==> config.mk <==
export PLATFORM = sky130hd
export DESIGN_NAME = conv_window_feeder
export DESIGN_NICKNAME = d
export VERILOG_FILES = /design/src/rtl/conv_pkg.sv /design/src/rtl/conv_line_buffer.sv /design/src/rtl/conv_window_feeder.sv
export SDC_FILE = /design/constraint.sdc
export NUM_CORES = 1
export LEC_CHECK = 0
export ABC_AREA = 1
export CAP_MARGIN = 20
export CORE_MARGIN = 5
export CORE_UTILIZATION = 52
export DETAILED_ROUTE_END_ITERATION = 10
export PLACE_DENSITY = 0.74
export SYNTH_ARGS = -nofsm -noshare
export SYNTH_HDL_FRONTEND = slang
export SYNTH_SLANG_ARGS = --single-unit
==> constraint.sdc <==
create_clock -name clk -period 2.88 [get_ports clk]
set_input_delay 0.576 -clock clk [delete_from_list [all_inputs] [get_ports clk]]
set_output_delay 0.576 -clock clk [all_outputs]
set_load 0.01 [all_outputs]
==> src/rtl/conv_pkg.sv <==
// Shared definitions for the dual 3x3 convolution window feeder: pixel/window
// geometry, FSM states, column type and the window packing helper.
package conv_pkg;

  localparam int unsigned PIX_W    = 8;
  localparam int unsigned WIN_ROWS = 3;
  localparam int unsigned WIN_COLS = 4;
  localparam int unsigned ROW_W    = PIX_W * WIN_COLS;
  localparam int unsigned WIN_W    = ROW_W * WIN_ROWS;

  localparam int unsigned TOP_LSB = 2 * ROW_W;
  localparam int unsigned MID_LSB = ROW_W;
  localparam int unsigned BOT_LSB = 0;

  typedef enum logic [0:0] {
    FILL = 1'b0,
    RUN  = 1'b1
  } state_t;

  typedef struct packed {
    logic [PIX_W-1:0] top;
    logic [PIX_W-1:0] mid;
    logic [PIX_W-1:0] bot;
  } column_t;

  // c0 is the leftmost column; it lands in the MSB byte of every row.
  function automatic logic [WIN_W-1:0] pack_window(input column_t c0, input column_t c1,
                                                   input column_t c2, input column_t c3);
    logic [WIN_W-1:0] w;
    w = '0;
    w[TOP_LSB +: ROW_W] = {c0.top, c1.top, c2.top, c3.top};
    w[MID_LSB +: ROW_W] = {c0.mid, c1.mid, c2.mid, c3.mid};
    w[BOT_LSB +: ROW_W] = {c0.bot, c1.bot, c2.bot, c3.bot};
    return w;
  endfunction

endpackage

==> src/rtl/conv_line_buffer.sv <==
// Single-port row memory, DEPTH x PIX_W, asynchronous read so the old
// contents are seen in the same cycle they are overwritten.
module conv_line_buffer
  import conv_pkg::*;
#(
  parameter int unsigned DEPTH = 8,
  parameter int unsigned AW    = $clog2(DEPTH)
) (
  input  logic             clk,
  input  logic             we,
  input  logic [AW-1:0]    addr,
  input  logic [PIX_W-1:0] wdata,
  output logic [PIX_W-1:0] rdata
);

  logic [PIX_W-1:0] mem [DEPTH];

  assign rdata = mem[addr];

  always_ff @(posedge clk) begin
    if (we) mem[addr] <= wdata;
  end

endmodule

==> src/rtl/conv_window_feeder.sv <==
// Raster pixel stream to 3x4 window producer for the dual 3x3 convolution stage.
// Optional `CONV_WINDOW_COORD_EN adds m_row/m_col window top-left outputs.
module conv_window_feeder
  import conv_pkg::*;
#(
  parameter int unsigned IMG_W = 8,
  parameter int unsigned IMG_H = 8
) (
  input  logic                     clk,
  input  logic                     rst_n,
  input  logic                     s_valid,
  output logic                     s_ready,
  input  logic [PIX_W-1:0]         s_data,
  output logic                     m_valid,
  input  logic                     m_ready,
  output logic [WIN_W-1:0]         m_img,
`ifdef CONV_WINDOW_COORD_EN
  output logic [$clog2(IMG_H)-1:0] m_row,
  output logic [$clog2(IMG_W)-1:0] m_col,
`endif
  output logic                     m_last
);

  localparam int unsigned XW = $clog2(IMG_W);
  localparam int unsigned YW = $clog2(IMG_H);

  generate
    if ((IMG_W % 2) != 0 || IMG_W < 4) begin : g_bad_img_w
      $error("conv_window_feeder: IMG_W must be even and >= 4");
    end
    if (IMG_H < 3) begin : g_bad_img_h
      $error("conv_window_feeder: IMG_H must be >= 3");
    end
  endgenerate

  logic [XW-1:0]    x;
  logic [YW-1:0]    y;
  state_t           state;
  column_t [2:0]    sr;
  column_t          new_col;
  logic [PIX_W-1:0] lb0_q, lb1_q;
  logic             accept, gen, x_last, y_last;

  assign s_ready = !m_valid || m_ready;
  assign accept  = s_valid && s_ready;
  assign x_last  = (x == XW'(IMG_W - 1));
  assign y_last  = (y == YW'(IMG_H - 1));
  assign new_col = '{top: lb1_q, mid: lb0_q, bot: s_data};
  assign gen     = accept && (state == RUN) && x[0] && (x >= XW'(3));

  conv_line_buffer #(.DEPTH(IMG_W)) u_lb0 (
    .clk   (clk),
    .we    (accept),
    .addr  (x),
    .wdata (s_data),
    .rdata (lb0_q)
  );

  conv_line_buffer #(.DEPTH(IMG_W)) u_lb1 (
    .clk   (clk),
    .we    (accept),
    .addr  (x),
    .wdata (lb0_q),
    .rdata (lb1_q)
  );

  // Only the three older columns are stored; the incoming column completes
  // the 4-wide window combinationally, so sr[2] is the leftmost.
  always_ff @(posedge clk or negedge rst_n) begin
    if (!rst_n) begin
      x     <= '0;
      y     <= '0;
      state <= FILL;
      sr    <= '0;
    end else if (accept) begin
      sr <= {sr[1:0], new_col};
      x  <= x_last ? '0 : x + 1'b1;
      if (x_last) y <= y_last ? '0 : y + 1'b1;
      if (state == FILL && x_last && y == YW'(1)) state <= RUN;
      else if (state == RUN && x_last && y_last)  state <= FILL;
    end
  end

  always_ff @(posedge clk or negedge rst_n) begin
    if (!rst_n) begin
      m_valid <= 1'b0;
      m_img   <= '0;
      m_last  <= 1'b0;
    end else if (gen) begin
      m_valid <= 1'b1;
      m_img   <= pack_window(sr[2], sr[1], sr[0], new_col);
      m_last  <= x_last && y_last;
    end else if (m_ready) begin
      m_valid <= 1'b0;
      m_last  <= 1'b0;
    end
  end

`ifdef CONV_WINDOW_COORD_EN
  always_ff @(posedge clk or negedge rst_n) begin
    if (!rst_n) begin
      m_row <= '0;
      m_col <= '0;
    end else if (gen) begin
      m_row <= y - YW'(2);
      m_col <= x - XW'(3);
    end
  end
`endif

endmodule

---- After elaboration in Yosys (flattened, before gate mapping) ----
Memories as Yosys holds them, arrays and structs flattened.
Cells that the tools add are included.
cells by class
  add/subtract/negate cells ............... 2
  order comparisons ....................... 1
  muxes and demuxes ....................... 9
  bitwise operators ....................... 1
  eq/ne operators ......................... 3
  reductions and logical operators ........ 15
operator list
  cell                 count
  $logic_and 1x1->1    9
  $mux 1               7
  $add 3x1->3 const B  2
  $eq 3x3->1 const B   2
  $mux 3               2
  $reduce_and 2->1     2
  $reduce_bool 2->1    2
  $eq 3x1->1 const B   1
  $ge 3x2->1 const B   1
  $logic_not 1->1      1
  $logic_or 1x1->1     1
  $not 1->1            1
word-level totals
  memories ................................ 2
  output and inout bits ................... 99
  input bits .............................. 12
  memory bits (writable) .................. 128
  register bits ........................... 177
  word-level logic and storage cells ...... 48
memory list
  memory     depth  width  read ports  clocked after Yosys merged registers in  write ports  line                    RTL
  u_lb0.mem  8      8      1           0                                        1            conv_line_buffer.sv:16  logic [PIX_W-1:0] mem [DEPTH];
  u_lb1.mem  8      8      1           0                                        1            conv_line_buffer.sv:16

---- Longest topological paths before layout ----
  depth in word-level cells ............... 7
  mapped depth ............................ 11

---- Modules after synthesis ----
A second synthesis with hierarchy kept.
unflattened totals
  cells, all modules ...................... 1307
  area total of the unflattened synthesis .. 12610.8 µm²
modules (own cells, without submodules)
  module              times used  seq. area each (µm²)  cells each  area an instance (µm²)
  conv_window_feeder  1           4429.2                763         7083.0
  conv_line_buffer    2           1921.8                272         2763.9

---- Least setup slack after synthesis ----
Ideal clock, no wire load.
  kind .................................... input -> register
  from .................................... input port m_ready
  to ...................................... memory u_lb0.mem[2][0], enable pin
  data required time ...................... 2.450 ns
  arrival time ............................ 2.634 ns
  slack ................................... -0.184 ns
  path buffers ............................ 2
  stages .................................. 6
  path through ............................ inv_2 nand2_4 nand2_4 buf_2 buf_2 nor4_1
on the way
  word-level cells in the longest chain between the ends .. 4
RTL lines
  element                       line                      RTL
  from (decl)                   conv_window_feeder.sv:15  input logic m_ready,
  $logic_or 1x1->1              conv_window_feeder.sv:44  assign s_ready = !m_valid || m_ready;
  net s_ready                   conv_window_feeder.sv:12  output logic s_ready,
  $logic_and 1x1->1             conv_window_feeder.sv:45  assign accept = s_valid && s_ready;
  $mux 1                        conv_line_buffer.sv:21    if (we) mem[addr] <= wdata;
  $mux 1 (not written as such)  conv_line_buffer.sv:21
  to (decl)                     conv_line_buffer.sv:16
The timed path passes the listed nets, and every way through them passes these cells.

---- Worst setup path in the final report ----
  from .................................... input port m_ready
  to ...................................... output port s_ready
on the way
  word-level cells in the longest chain between the ends .. 1
RTL lines
  element           line
  $logic_or 1x1->1  conv_window_feeder.sv:44
  to (decl)         conv_window_feeder.sv:12
No other way between the ends.

==> summary.txt <==
Floorplan
  – Die ar.: 26800 sq um
  – Die Height: roughly 160 um
  – Io pins: 111
  – Chip width: 164 um
  – Core ar.: 23300 sq um
  – Initial core utilization: 0.526
  – Row cnt: 56

Layout
  – Most frequent cells in the layout: nand2_1, dfrtp_1, edfxtp_1
  – Reg area: 8270 sq um
  – Multi-input logic area: 3370 sq um
  – Area growth syn-to-layout: 18.8%
  – NumNets Final: 1325
  – Layout cell share with drive strength beyond 1: 0.0947
  – Fillcell total: about 1900
  – Ant. Diodes: 0
  – Most common cell after layout, fill and taps aside: nand2_1

Clocking
  – Clock latency on the worst-skew pair: 0.56 ns
  – CTS tree: built
  – Clock Pin Slew Worst Setup and Hold Paths: 0.06 ns
  – TritonCTS Buffers: 30
  – Clock Sinks: 305
  – Root Buffer Master: clkbuf_16
  – Clock buffer depth: 3
  – H-tree depth: 1
  – Hold buffers post-CTS: 0
  – Setup bufs post-CTS: 0
  – Post-CTS Resized: 0

Yosys
  – Synth Flop Type: dfrtp_1
  – Largest family of logic cells by synthesized area: simple AND/OR/NAND/NOR gates
  – Seq/Total Area, Yosys: 0.674
  – Cell variety after synth: 23
  – Synth async-reset ratio: 0.580
  – Synth warnings: 0
  – FF+latch count, synth: 305
  – Post-synth EDFFs: between 100 and 150
  – Synthesized area: approximately 12000 sq um
  – Post-Synth XOR/XNOR Area: 0
  – Mean post-synth cell area: 10.2 sq um
  – Mapped Nets: 1225
  – Multiplexer area fraction after synthesis: 0
  – Post-synthesis adder-cell area fraction: 0.00612
  – Synth Area in Simple Gates: 0.209
  – Syn Inst Count: 1207
  – Compound-gate portion of the synthesized area: 0.0551

STA
  – Fin worst setup slack: 0.599 ns
  – Worst clock skew: 0.0137 ns
  – Worst-Margin Slew: 0.635 ns
  – Fin crit period: about 2.3 ns
  – RSZ-0062 raised after global routing: false
  – Part of the cycle the worst path needs: 0.792
  – Final Max Tran Viols: 0
  – Worst relative slew slack: 0.577
  – Fmax: about 440 MHz
  – Final hold violation count: 0
  – Setup-failing EPs final: 0

Detailed routing
  – Drt pass-1 iters: 7
  – DR WL/cell: 15.9 um
  – DRC Markers: 0
  – DRT iter0 DRCs: between 600 and 700
  – Routed via count: 8296
  – Routed WL: 26300 um
  – Post-route ant nets: 0
  – Vias per inst: 5.03

Setup path
  – WP data arrival: 1.70 ns
  – Crit path buf inv count: 3
  – Reg-to-reg endpoint: m_last
  – Critical Path Most Common Cell: clkdlybuf4s50_1
  – CP Data Required Time: 2.30 ns
  – Endpoint class of the critical path: output port
  – CP peak stage delay: 0.53 ns
  – CP top delay family: buffers and inverters
  – Critical path class: input pin to output port
  – Reg2Reg Depth: 7
  – Worst path cell trace: clkdlybuf4s50_1, inv_2, nand2_4, clkdlybuf4s50_1
  – Worst-path fanout max: 3
  – Worst path slowest cell: clkdlybuf4s50_1
  – Worst r2r src: x[0]
  – CP startpoint kind: input pin
  – R2R setup slack: 0.80 ns

Power
  – Clock power frac: 0.255
  – VDD IR max: 748 uV
  – Int Pwr: 9.82 mW
  – Leak: 6.74 nW
  – Psw: about 5.0 mW
  – Flop pwr share: 0.438
  – Net Sw Frac: 0.337
  – Power Total: around 15 mW
  – Pwr/cell area: 1020 nW/um^2
  – Combinational Power Share: 0.307

GRT
  – GRT Total Usage: 0.198
  – Largest net degree at the start of global routing: 109
  – GRT Residual Overflow: 0
  – Global-route wire length before repair: around 43000 um
  – Initial antenna violation count: 0
  – Vias in the first global route: between 8000 and 9000

Placed design
  – Detailed placement HPWL: 16400 um
  – Global placement routability congestion: 0.807
  – Placement Setup Slack: 0.541 ns
  – Port bufs: 110

Min path
  – Worst Hold Class: input pin to async pin

Run status
  – Status: finished, final reports clean

Job
  – Max-cap violations: 0
[worst max-delay path by stage]
stage | start | end | cells past startpoint
after global routing | m_ready | s_ready | 4
after CTS | m_ready | s_ready | 4
after detailed placement | m_ready | u_lb0.mem[4][7] | 7
after global placement | m_ready | u_lb0.mem[0][2] | 6
final | m_ready | s_ready | 4
after floorplan | m_ready | u_lb0.mem[2][0] | 6
[power groups by stage]
stage	registers [mW]	logic [mW]	clock network (mW)
after floorplan	6.63	2.46	0
after global placement	6.54	4.47	0
after detailed placement	6.55	4.58	0
after CTS	6.49	4.61	3.83
after global routing	6.61	5.07	4.03
final	6.49	4.55	3.77
[metrics by stage]
step	std cells	instance area [sq um]	utilization	setup TNS, ns	hold slack (ns)
finish	1650	14600	0.625	0	0.0329
global route	1650	14600	0.625	0	0.0844
CTS	1650	14600	0.625	0	0.0507
detailed placement	1594	13600	0.583	0	0.455
global placement	1594	13600	0.583	0	0.455
floorplan	1207	12300	-	-23.60	0.280
[cells in the mapped netlist, types with 6 or more instances]
library cell,count,area (sq um)
nor4_1,8,50.1
o21ai_1,12,60.1
o21ai_0,59,295
edfxtp_1,128,3840
dfrtp_1,177,4430
ha_1,6,75.1
buf_4,7,52.6
o21ai_2,36,315
buf_2,26,130
clkbuf_1,11,41.3
buf_6,21,236
inv_1,53,199
nand2_1,642,2410
[cell type report]
class / count / share of cell area
Clock buffer: 50 / 0.0637
Clock inverter: 6 / 0.00300
Inverter: 58 / 0.0151
Multi-Input combinational cell: 778 / 0.231
Sequential cell: 305 / 0.568
Tap cell: 319 / 0.0274
Timing Repair Buffer: 134 / 0.0923
[layer usage]
metal	track usage	up-vias	wire [um]
li1	-	4036	-
met1	0.275	3990	11400
met2	0.328	221	12800
met3	0.0315	49	1460
met4	0.0564	0	613
met5	0	-	0
[state kept, by name, summed over array words and instances, names as in the netlist]
signal,flops
m_img,96
m_last,1
m_valid,1
sr,72
state,1
u_lb0.mem,64
u_lb1.mem,64
x,3
y,3
[logic make-up after synthesis]
group                    count (synthesis)
flip-flops                             305
AO/OA/AOI/OAI                          108
adder cells (fa/ha/maj)                  6
AND/OR/NAND/NOR                        664
buffers and inverters                  124
No activity file was read; power rests on OpenSTA's default activity.
